$ cat config.mk
export PLATFORM = sky130hd
export DESIGN_NAME = target_spawner_flat
export DESIGN_NICKNAME = d
export VERILOG_FILES = /design/src/rtl/target_spawner_if.sv /design/src/rtl/target_spawner.sv /design/src/flat_wrapper.sv
export SDC_FILE = /design/constraint.sdc
export NUM_CORES = 1
export LEC_CHECK = 0
export ABC_AREA = 1
export BUFFER_PORTS_ARGS = -buffer_cell sky130_fd_sc_hd__buf_2
export CELL_PAD_IN_SITES_DETAIL_PLACEMENT = 1
export CELL_PAD_IN_SITES_GLOBAL_PLACEMENT = 1
export CORE_ASPECT_RATIO = 0.5
export CORE_MARGIN = 2
export CORE_UTILIZATION = 46
export CTS_CLUSTER_SIZE = 14
export DETAILED_ROUTE_END_ITERATION = 16
export PLACE_DENSITY_LB_ADDON = 0.1
export SYNTH_ARGS = -nofsm -noshare
export SYNTH_HDL_FRONTEND = slang
export SYNTH_SLANG_ARGS = --single-unit
$ cat constraint.sdc
create_clock -name clock -period 16 [get_ports clock]
set_input_delay 3.2 -clock clock [delete_from_list [all_inputs] [get_ports clock]]
set_output_delay 3.2 -clock clock [all_outputs]
set_load 0.01 [all_outputs]
$ cat src/rtl/target_spawner_if.sv
// Purpose : bundles the game-control inputs and display/score outputs of target_spawner.
// Latency : none, wires only.
// Backpress: none; every signal is a pulse or a level, with no handshake.
// Ports   : master = game controller/bench (drives start, ran_num, hit_valid, hit_idx);
//           slave  = target_spawner (drives active_mask, score, miss_count, pulses, game_over).
interface target_spawner_if #(
    parameter int NUM_TARGETS = 10
);
    logic                   start;
    logic [3:0]             ran_num;
    logic                   hit_valid;
    logic [3:0]             hit_idx;
    logic [NUM_TARGETS-1:0] active_mask;
    logic [31:0]            score;
    logic [7:0]             miss_count;
    logic                   hit_pulse;
    logic                   wrong_pulse;
    logic                   miss_pulse;
    logic                   game_over;

    modport master (
        output start, ran_num, hit_valid, hit_idx,
        input  active_mask, score, miss_count, hit_pulse, wrong_pulse, miss_pulse, game_over
    );

    modport slave (
        input  start, ran_num, hit_valid, hit_idx,
        output active_mask, score, miss_count, hit_pulse, wrong_pulse, miss_pulse, game_over
    );
endinterface

$ cat src/rtl/target_spawner.sv
// Purpose : spawns targets from the RNG index on a fixed cadence, ages them, resolves hits, keeps score.
// Latency : every output is registered; an event sampled at edge N is visible right after edge N.
// Backpress: none; inputs are single-cycle pulses/levels and must be accepted every cycle.
// Ports   : clock, reset (async, active-high); bus (slave) carries start/ran_num/hit_valid/hit_idx in,
//           active_mask/score/miss_count/hit_pulse/wrong_pulse/miss_pulse/game_over out.
module target_spawner #(
    parameter int NUM_TARGETS  = 10,
    parameter int SPAWN_PERIOD = 25000000,
    parameter int LIFETIME     = 50000000,
    parameter int HIT_POINTS   = 10,
    parameter int PENALTY      = 5,
    parameter int SCORE_INIT   = 11,
    parameter int MAX_MISSES   = 8
) (
    input logic          clock,
    input logic          reset,
    target_spawner_if.slave bus
);
    localparam int SP_W = $clog2(SPAWN_PERIOD + 1);
    localparam int LT_W = $clog2(LIFETIME + 1);

    typedef enum logic [1:0] {IDLE, RUN, OVER} state_t;

    state_t                 state, state_n;
    logic [SP_W-1:0]        spawn_cnt, spawn_cnt_n;
    logic [LT_W-1:0]        life   [NUM_TARGETS];
    logic [LT_W-1:0]        life_n [NUM_TARGETS];
    logic [NUM_TARGETS-1:0] mask, mask_n;
    logic [31:0]            score, score_n;
    logic [7:0]             miss, miss_n;
    logic                   hit_p, hit_p_n;
    logic                   wrong_p, wrong_p_n;
    logic                   miss_p, miss_p_n;

    // Per-cycle event decode (only meaningful in RUN)
    logic                   wrap;
    logic [NUM_TARGETS-1:0] hit_lane;
    logic [NUM_TARGETS-1:0] expire;
    logic [NUM_TARGETS-1:0] spawn_lane;
    logic [8:0]             miss_sum;

    always_comb begin
        state_n     = state;
        spawn_cnt_n = spawn_cnt;
        life_n      = life;
        mask_n      = mask;
        score_n     = score;
        miss_n      = miss;
        hit_p_n     = 1'b0;
        wrong_p_n   = 1'b0;
        miss_p_n    = 1'b0;
        wrap        = 1'b0;
        hit_lane    = '0;
        expire      = '0;
        spawn_lane  = '0;
        miss_sum    = {1'b0, miss};

        if (bus.start) begin
            // Start wins over everything else that cycle, from any state.
            state_n     = RUN;
            spawn_cnt_n = '0;
            mask_n      = '0;
            score_n     = 32'(SCORE_INIT);
            miss_n      = '0;
            for (int i = 0; i < NUM_TARGETS; i++) life_n[i] = '0;
        end else if (state == RUN) begin
            wrap        = (spawn_cnt == SP_W'(SPAWN_PERIOD - 1));
            spawn_cnt_n = wrap ? '0 : spawn_cnt + 1'b1;

            // All decisions look at the mask as it stood at the start of the cycle.
            for (int i = 0; i < NUM_TARGETS; i++) begin
                hit_lane[i]   = bus.hit_valid && (bus.hit_idx == 4'(i)) && mask[i];
                // A hit on an expiring lane takes priority over the expiry.
                expire[i]     = mask[i] && (life[i] == LT_W'(LIFETIME - 1)) && !hit_lane[i];
                // Spawning onto a lit lane is skipped; illegal indices never match a lane.
                spawn_lane[i] = wrap && (bus.ran_num == 4'(i)) && !mask[i];
            end

            mask_n = (mask & ~hit_lane & ~expire) | spawn_lane;

            // Counters run only while a lane stays lit; fresh spawns and cleared lanes restart at 0.
            for (int i = 0; i < NUM_TARGETS; i++) begin
                life_n[i] = (mask[i] && mask_n[i]) ? life[i] + 1'b1 : '0;
                miss_sum  = miss_sum + 9'(expire[i]);
            end
            miss_n   = miss_sum[8] ? 8'hFF : miss_sum[7:0];
            miss_p_n = |expire;

            if (bus.hit_valid) begin
                if (|hit_lane) begin
                    score_n = score + 32'(HIT_POINTS);
                    hit_p_n = 1'b1;
                end else begin
                    // Score is the RNG modulus, so it is floored at SCORE_INIT and never reaches 0.
                    score_n   = ({1'b0, score} < 33'(SCORE_INIT) + 33'(PENALTY)) ?
                                32'(SCORE_INIT) : score - 32'(PENALTY);
                    wrong_p_n = 1'b1;
                end
            end

            if (miss_sum >= 9'(MAX_MISSES)) begin
                state_n = OVER;
                mask_n  = '0;
                for (int i = 0; i < NUM_TARGETS; i++) life_n[i] = '0;
            end
        end
    end

    always_ff @(posedge clock or posedge reset) begin
        if (reset) begin
            state     <= IDLE;
            spawn_cnt <= '0;
            mask      <= '0;
            score     <= 32'(SCORE_INIT);
            miss      <= '0;
            hit_p     <= 1'b0;
            wrong_p   <= 1'b0;
            miss_p    <= 1'b0;
            for (int i = 0; i < NUM_TARGETS; i++) life[i] <= '0;
        end else begin
            state     <= state_n;
            spawn_cnt <= spawn_cnt_n;
            mask      <= mask_n;
            score     <= score_n;
            miss      <= miss_n;
            hit_p     <= hit_p_n;
            wrong_p   <= wrong_p_n;
            miss_p    <= miss_p_n;
            for (int i = 0; i < NUM_TARGETS; i++) life[i] <= life_n[i];
        end
    end

    assign bus.active_mask = mask;
    assign bus.score       = score;
    assign bus.miss_count  = miss;
    assign bus.hit_pulse   = hit_p;
    assign bus.wrong_pulse = wrong_p;
    assign bus.miss_pulse  = miss_p;
    assign bus.game_over   = (state == OVER);
endmodule

$ cat src/flat_wrapper.sv
// flat-port wrapper written by rule: the top's interface ports become plain ports
module target_spawner_flat 
#(
    parameter int NUM_TARGETS  = 10,
    parameter int SPAWN_PERIOD = 25000000,
    parameter int LIFETIME     = 50000000,
    parameter int HIT_POINTS   = 10,
    parameter int PENALTY      = 5,
    parameter int SCORE_INIT   = 11,
    parameter int MAX_MISSES   = 8
)
  (clock, reset, bus_start, bus_ran_num, bus_hit_valid, bus_hit_idx, bus_active_mask, bus_score, bus_miss_count, bus_hit_pulse, bus_wrong_pulse, bus_miss_pulse, bus_game_over);
  target_spawner_if #(.NUM_TARGETS(NUM_TARGETS)) bus_i ();
  input logic clock;
  input logic reset;
  input wire logic [$bits(bus_i.start)-1:0] bus_start;
  input wire logic [$bits(bus_i.ran_num)-1:0] bus_ran_num;
  input wire logic [$bits(bus_i.hit_valid)-1:0] bus_hit_valid;
  input wire logic [$bits(bus_i.hit_idx)-1:0] bus_hit_idx;
  output wire logic [$bits(bus_i.active_mask)-1:0] bus_active_mask;
  output wire logic [$bits(bus_i.score)-1:0] bus_score;
  output wire logic [$bits(bus_i.miss_count)-1:0] bus_miss_count;
  output wire logic [$bits(bus_i.hit_pulse)-1:0] bus_hit_pulse;
  output wire logic [$bits(bus_i.wrong_pulse)-1:0] bus_wrong_pulse;
  output wire logic [$bits(bus_i.miss_pulse)-1:0] bus_miss_pulse;
  output wire logic [$bits(bus_i.game_over)-1:0] bus_game_over;
  assign bus_i.start = bus_start;
  assign bus_i.ran_num = bus_ran_num;
  assign bus_i.hit_valid = bus_hit_valid;
  assign bus_i.hit_idx = bus_hit_idx;
  assign bus_active_mask = bus_i.active_mask;
  assign bus_score = bus_i.score;
  assign bus_miss_count = bus_i.miss_count;
  assign bus_hit_pulse = bus_i.hit_pulse;
  assign bus_wrong_pulse = bus_i.wrong_pulse;
  assign bus_miss_pulse = bus_i.miss_pulse;
  assign bus_game_over = bus_i.game_over;
  target_spawner #(.NUM_TARGETS(NUM_TARGETS), .SPAWN_PERIOD(SPAWN_PERIOD), .LIFETIME(LIFETIME), .HIT_POINTS(HIT_POINTS), .PENALTY(PENALTY), .SCORE_INIT(SCORE_INIT), .MAX_MISSES(MAX_MISSES)) u_core (.clock(clock), .reset(reset), .bus(bus_i));
endmodule
# Yosys cells after proc, flatten, opt, wreduce, memory -nomap -nowiden

Index checks and enable logic that the tools add are counted.

Flip-flop bits (word level): 340
Output and inout port bits: 54
Input port bits: 12

Add/sub/neg operators: 23
Bitwise operators: 5
Order comparisons: 2
Mux-type cells: 40
Equality and inequality tests: 31
Reduce and logical (&&, ||, !) cells: 99

Operators with widths:

| cell                    | number |
|---|---|
| $mux W260               | 3 |
| $add A26 B1 Y26 const B | 10 |
| $eq A26 B26 Y1 const B  | 10 |
| $mux W26                | 10 |
| $mux W32                | 5 |
| $add A9 B1 Y9           | 9 |
| $mux W25                | 3 |
| $logic_and A1 B1 Y1     | 70 |
| $add A32 B4 Y32 const B | 1 |
| $eq A4 B3 Y1 const B    | 8 |
| $lt A32 B5 Y1 const B   | 1 |
| $sub A32 B3 Y32 const B | 1 |
| $mux W10                | 3 |
| $add A25 B1 Y25 const B | 1 |
| $eq A25 B25 Y1 const B  | 1 |
| $mux W8                 | 3 |
| $and A10 B10 Y10        | 2 |
| $logic_not A1 Y1        | 20 |
| $not A10 Y10            | 2 |
| $reduce_or A10 Y1       | 2 |
| $eq A4 B2 Y1 const B    | 4 |
| $eq A4 B4 Y1 const B    | 4 |
| $mux W1                 | 10 |
| $or A10 B10 Y10         | 1 |
| other kinds (9)         | 16 |

# Longest topological paths before layout

Depth in word-level cells: 19
Gate-level depth with buffers: 28

# Worst setup path after synthesis

OpenSTA, ideal clock, no wires.

Path kind: input-to-reg
Start point: input port bus_hit_valid
End point: register u_core.life[117] (netlist name)
Arrival: 7203 ps
Setup slack: 8731 ps
Path buffers: 2
Stages on the path: 25
Path through: nand2_1 > nor2_2 > a21boi_0 > nand2_1 > nor2_1 > inv_1 > fa_1 > fa_1 > inv_1 > fa_1 > fa_1 > inv_1 > fa_1 > inv_1 > nand3_1 > nand2_1 > nand2_1 > nand2_1 > nor2_2 > nand3b_4 > nor2_4 > buf_4 > buf_2 > nand3_1 > nand2_1

Cells in the longest elaborated chain, start to end: 18
Elaborated cells between the ends (all ways): 61
Those cells by class: add/sub (10); order compare (1); mux (4); bitwise (5); reduce/logical (41)

Ends and longest elaborated chain:

| item                             | RTL line              | text |
|---|---|---|
| from (decl)                      | flat_wrapper.sv:18    | `input wire logic [$bits(bus_i.hit_valid)-1:0] bus_hit_valid;` |
| $logic_and A1 B1 Y1 (2 in a row) | target_spawner.sv:72  | `hit_lane[i] = bus.hit_valid && (bus.hit_idx == 4'(i)) && mask[i];` |
| $logic_not A1 Y1                 | target_spawner.sv:74  | `expire[i] = mask[i] && (life[i] == LT_W'(LIFETIME - 1)) && !hit_lane[i];` |
| $logic_and A1 B1 Y1              | target_spawner.sv:74  |  |
| $add A8 B1 Y9                    | target_spawner.sv:84  | `miss_sum = miss_sum + 9'(expire[i]);` |
| $add A9 B1 Y9 (9 in a row)       | target_spawner.sv:84  |  |
| $ge A9 B4 Y1                     | target_spawner.sv:101 | `if (miss_sum >= 9'(MAX_MISSES)) begin` |
| $mux W260 (*)                    | target_spawner.sv:101 |  |
| $mux W260 (*)                    | target_spawner.sv:66  | `end else if (state == RUN) begin` |
| $mux W260 (*)                    | target_spawner.sv:58  | `if (bus.start) begin` |
| to (decl)                        | target_spawner.sv:26  | `logic [LT_W-1:0] life [NUM_TARGETS];` |

Mark *: on every way between the ends. The rest lies on a longest branch, timed or not. The select of a mux whose other input is x is not followed.
A chain may end at the register's enable or synchronous reset.

# Worst setup path after layout

Start point: input port bus_hit_valid
End point: register u_core.life[214] (netlist name)

Same word-level chain as after synthesis.

==> impl_results.md <==
* Status: finished, final reports clean
* Htree depth at 2
* Core area at 51750 µm²
* Dpl ws at around 6.7 ns
* Cells after synthesis at 3615
* Top Ports at 66
* Worst reg-to-reg path cell count at 25
* CP Data Arrival Time at between 9 and 10 ns
* Placed insts at 4271
* Vias per cell at 5.387
* Placement-stage cell area at 24740 µm²
* Area Growth Syn to Fin at 8.056%
* DR WL/cell at 16.87 µm
* Critical Path Source Type: input pin
* WHS Path Cells at 2
* Largest buffer count on any clock path at 3
* Post-synthesis sequential area ratio at 0.3543
* Synth warnings at 0
* CTS buffer count at 37
* Buffers on Ports at 65
* Fillcell total at between 6000 and 7000
* Peak supply drop at 0.06256 mV
* Post-DP HPWL at 51410 µm
* TritonCTS clock tree: done
* Row count at 59
* Final GP Congestion at 0.8962
* Root buffer cell: clkbuf_16
* First-pass GRT wire length at 124200 µm
* Final min period at 8.821 ns
* Cell variety after synth at 46
* Most frequent cell after synthesis: nand2_1
* Period utilisation layout at 0.5513
* Clock Latency Late Sink at approximately 0.58 ns
* Post-synth top area cell: dfrtp_1
* RSZ-0062 raised after global routing: false
* Flop and latch count out of synthesis at 340
* Initial core utilization at 0.4643
* Setup TNS Final at 0 ns
* Vias at 23380
* Power Total at around 0.0018 W
* Mean Syn Cell Area at 6.646 µm²
* Reg2reg end: u_core.life[214]
* Final setup margin at 7.179 ns
* Worst Hold Class: flip-flop to flip-flop
* Initial antenna violation count at 2
* Setup crit end kind: flip-flop
* Non-filler instance count after layout at about 4300
* Final WL at 73210 µm
* HP Start: u_core.state[1]
* Max Transition Viols Final at 0
* Global Route Usage Sum at 0.2741
* Crit path top cell by count: nand2_1
* Die X at 327.2 µm
* Worst-Margin Slew at 1.256 ns
* Synth Cell Area at 24030 µm²
* Crit path max fanout at 97
* Clk_skew at 0.03169 ns
* Hold_buf cts at 0
* Vias in the first global route at 24580
* Top post-synthesis cells by count: nand2_1 (1257), nor2_1 (461), inv_1 (343)
* Leakage at 12.60 nW
* Clk slew on worst S/H paths at 0.07 ns
* Clk sink count at 340
* Top FF cell, synth: dfrtp_1
* Max Clk Rate at 0.1134 GHz
* Nets at roughly 3600
* Pwr dens at 70.67 nW/µm²
* CTS resizes at 0
* Share of layout cells above drive strength 1 at 0.05142
* Drt pass-1 iters at 5
* Hold Vio Cnt, Final at 0
* WHS Endpoint: u_core.state[1]
* Crit-path slowest cell: buf_4
* Critical R2R Launch: u_core.life[26]
* CP max stage delay at 0.93 ns
* DRT iter0 DRCs at between 1000 and 1500
* Setup slack, reg-to-reg at 9.08 ns
* Die ar. at between 50000 and 60000 µm²
* Setup bufs post-CTS at 0
* Synth top area cells: dfrtp_1 (35%), nand2_1 (20%), nor2_1 (7.2%)
* Yosys top cell area share at 0.3510
* Max-cap violations at 0
* Critical path required time at roughly 17 ns
* Setup CP Type: input pin to flip-flop
* Slew margin rel. at 0.1615
* Final instance area at 25960 µm²
* Synth Net Count at between 3000 and 4000
* DRC errors left at 0
* Post-synth EDFFs at 0
* Largest net degree at the start of global routing at 135
* Die Y at 165.6 µm
* Async SR Flop Fraction at 1.000
* Final setup viols at 0
* Detail Route Antenna Nets at 0
* GRT overflow at 0
[stage by stage]
step	hold slack, ns	util
floorplan	0.4419	-
finish	0.4894	0.5017
CTS	0.4878	0.5016
global placement	0.4729	0.4781
global route	0.5354	0.5017
detailed placement	0.4727	0.4781
[layout by cell type, fill, tap and decap left out, types with 4 or more instances in the layout]
master / synthesis / layout
a21oi_1: 34 / 34
a31oi_1: 5 / 5
and2_1: 5 / 5
buf_2: 38 / 65
buf_4: 24 / 16
bufinv_16: 0 / 4
clkbuf_1: 55 / 7
clkbuf_16: 0 / 37
clkinv_2: 0 / 11
dfrtp_1: 337 / 337
fa_1: 7 / 7
ha_1: 20 / 20
inv_1: 343 / 342
inv_2: 7 / 7
nand2_1: 1257 / 1256
nand3_1: 332 / 332
nand3b_1: 138 / 138
nand4_1: 92 / 92
nor2_1: 461 / 460
nor2_2: 12 / 13
nor2_4: 4 / 4
nor3_1: 106 / 106
nor3b_1: 8 / 8
o21ai_0: 61 / 61
o21bai_1: 6 / 6
o22ai_1: 11 / 11
xnor2_1: 34 / 34
xor2_1: 178 / 178
[cells by family after synthesis]
logic type,after synthesis,share of synthesized area
xor+xnor,212,0.07728
flops,340,0.3543
simple gates,2431,0.4422
compound gates,127,0.02896
fa+ha+maj,27,0.01625
buf+inv,478,0.08103
[worst max-delay path, delay by kind of cell]
kind	cells	cell delay (ns)
and+or+nand+nor	13	1.56
buffers and inverters	7	2.05
adders and majority gates	5	2.12
AOI/OAI and AO/OA	1	0.26
[per-layer routing]
metal  share of wire  routed length, µm  track usage
met1            0.47              34530       0.3659
met2            0.48              34960       0.4738
met3           0.030               2203      0.03426
met4           0.021               1508      0.06542
met5         0.00018                 13            0
[flip-flops by register name, summed over array words and instances (netlist names)]
signal                  count
u_core.spawn_cnt           25
u_core.life               260
u_core.bus.hit_pulse        1
u_core.bus.wrong_pulse      1
u_core.bus.score           32
u_core.bus.miss_count       8
u_core.bus.miss_pulse       1
u_core.bus.active_mask     10
u_core.state                2
[final cells by class]
cell class,instances,area (µm²),share of cell area
Inverter,352,1336,0.05147
Multi-Input combinational cell,2797,13570,0.5228
Timing Repair Buffer,81,445.4,0.01716
Clock inverter,22,250.2,0.009639
Antenna cell,1,2.502,0.00009639
Sequential cell,340,8512,0.3279
Clock buffer,45,965.9,0.03721
Tap cell,701,877.1,0.03378
[how the worst max path moves through the flow]
stage | start | endpoint | slack [ns] | depth (start not counted)
after floorplan | reset | u_core.bus.active_mask[0] | 3.38 | 1
after global placement | bus_hit_valid | u_core.life[221] | 6.89 | 26
after detailed placement | bus_hit_idx[1] | u_core.life[51] | 6.67 | 27
after CTS | bus_hit_idx[1] | u_core.life[214] | 7.27 | 27
after global routing | bus_hit_idx[3] | u_core.life[115] | 6.74 | 28
final | bus_hit_valid | u_core.life[214] | 7.18 | 26
[power by group]
| part | switching (W) | internal, W | leakage (nW) | total (W) |
|---|---|---|---|---|
| Sequential | 0.00000135 | 0.000861 | 4.74 | 0.000862 |
| Clock | 0.000400 | 0.000502 | 0.596 | 0.000902 |
| Combinational | 0.0000613 | 0.00000880 | 7.27 | 0.0000701 |
Power figures use the tool's default switching activity.
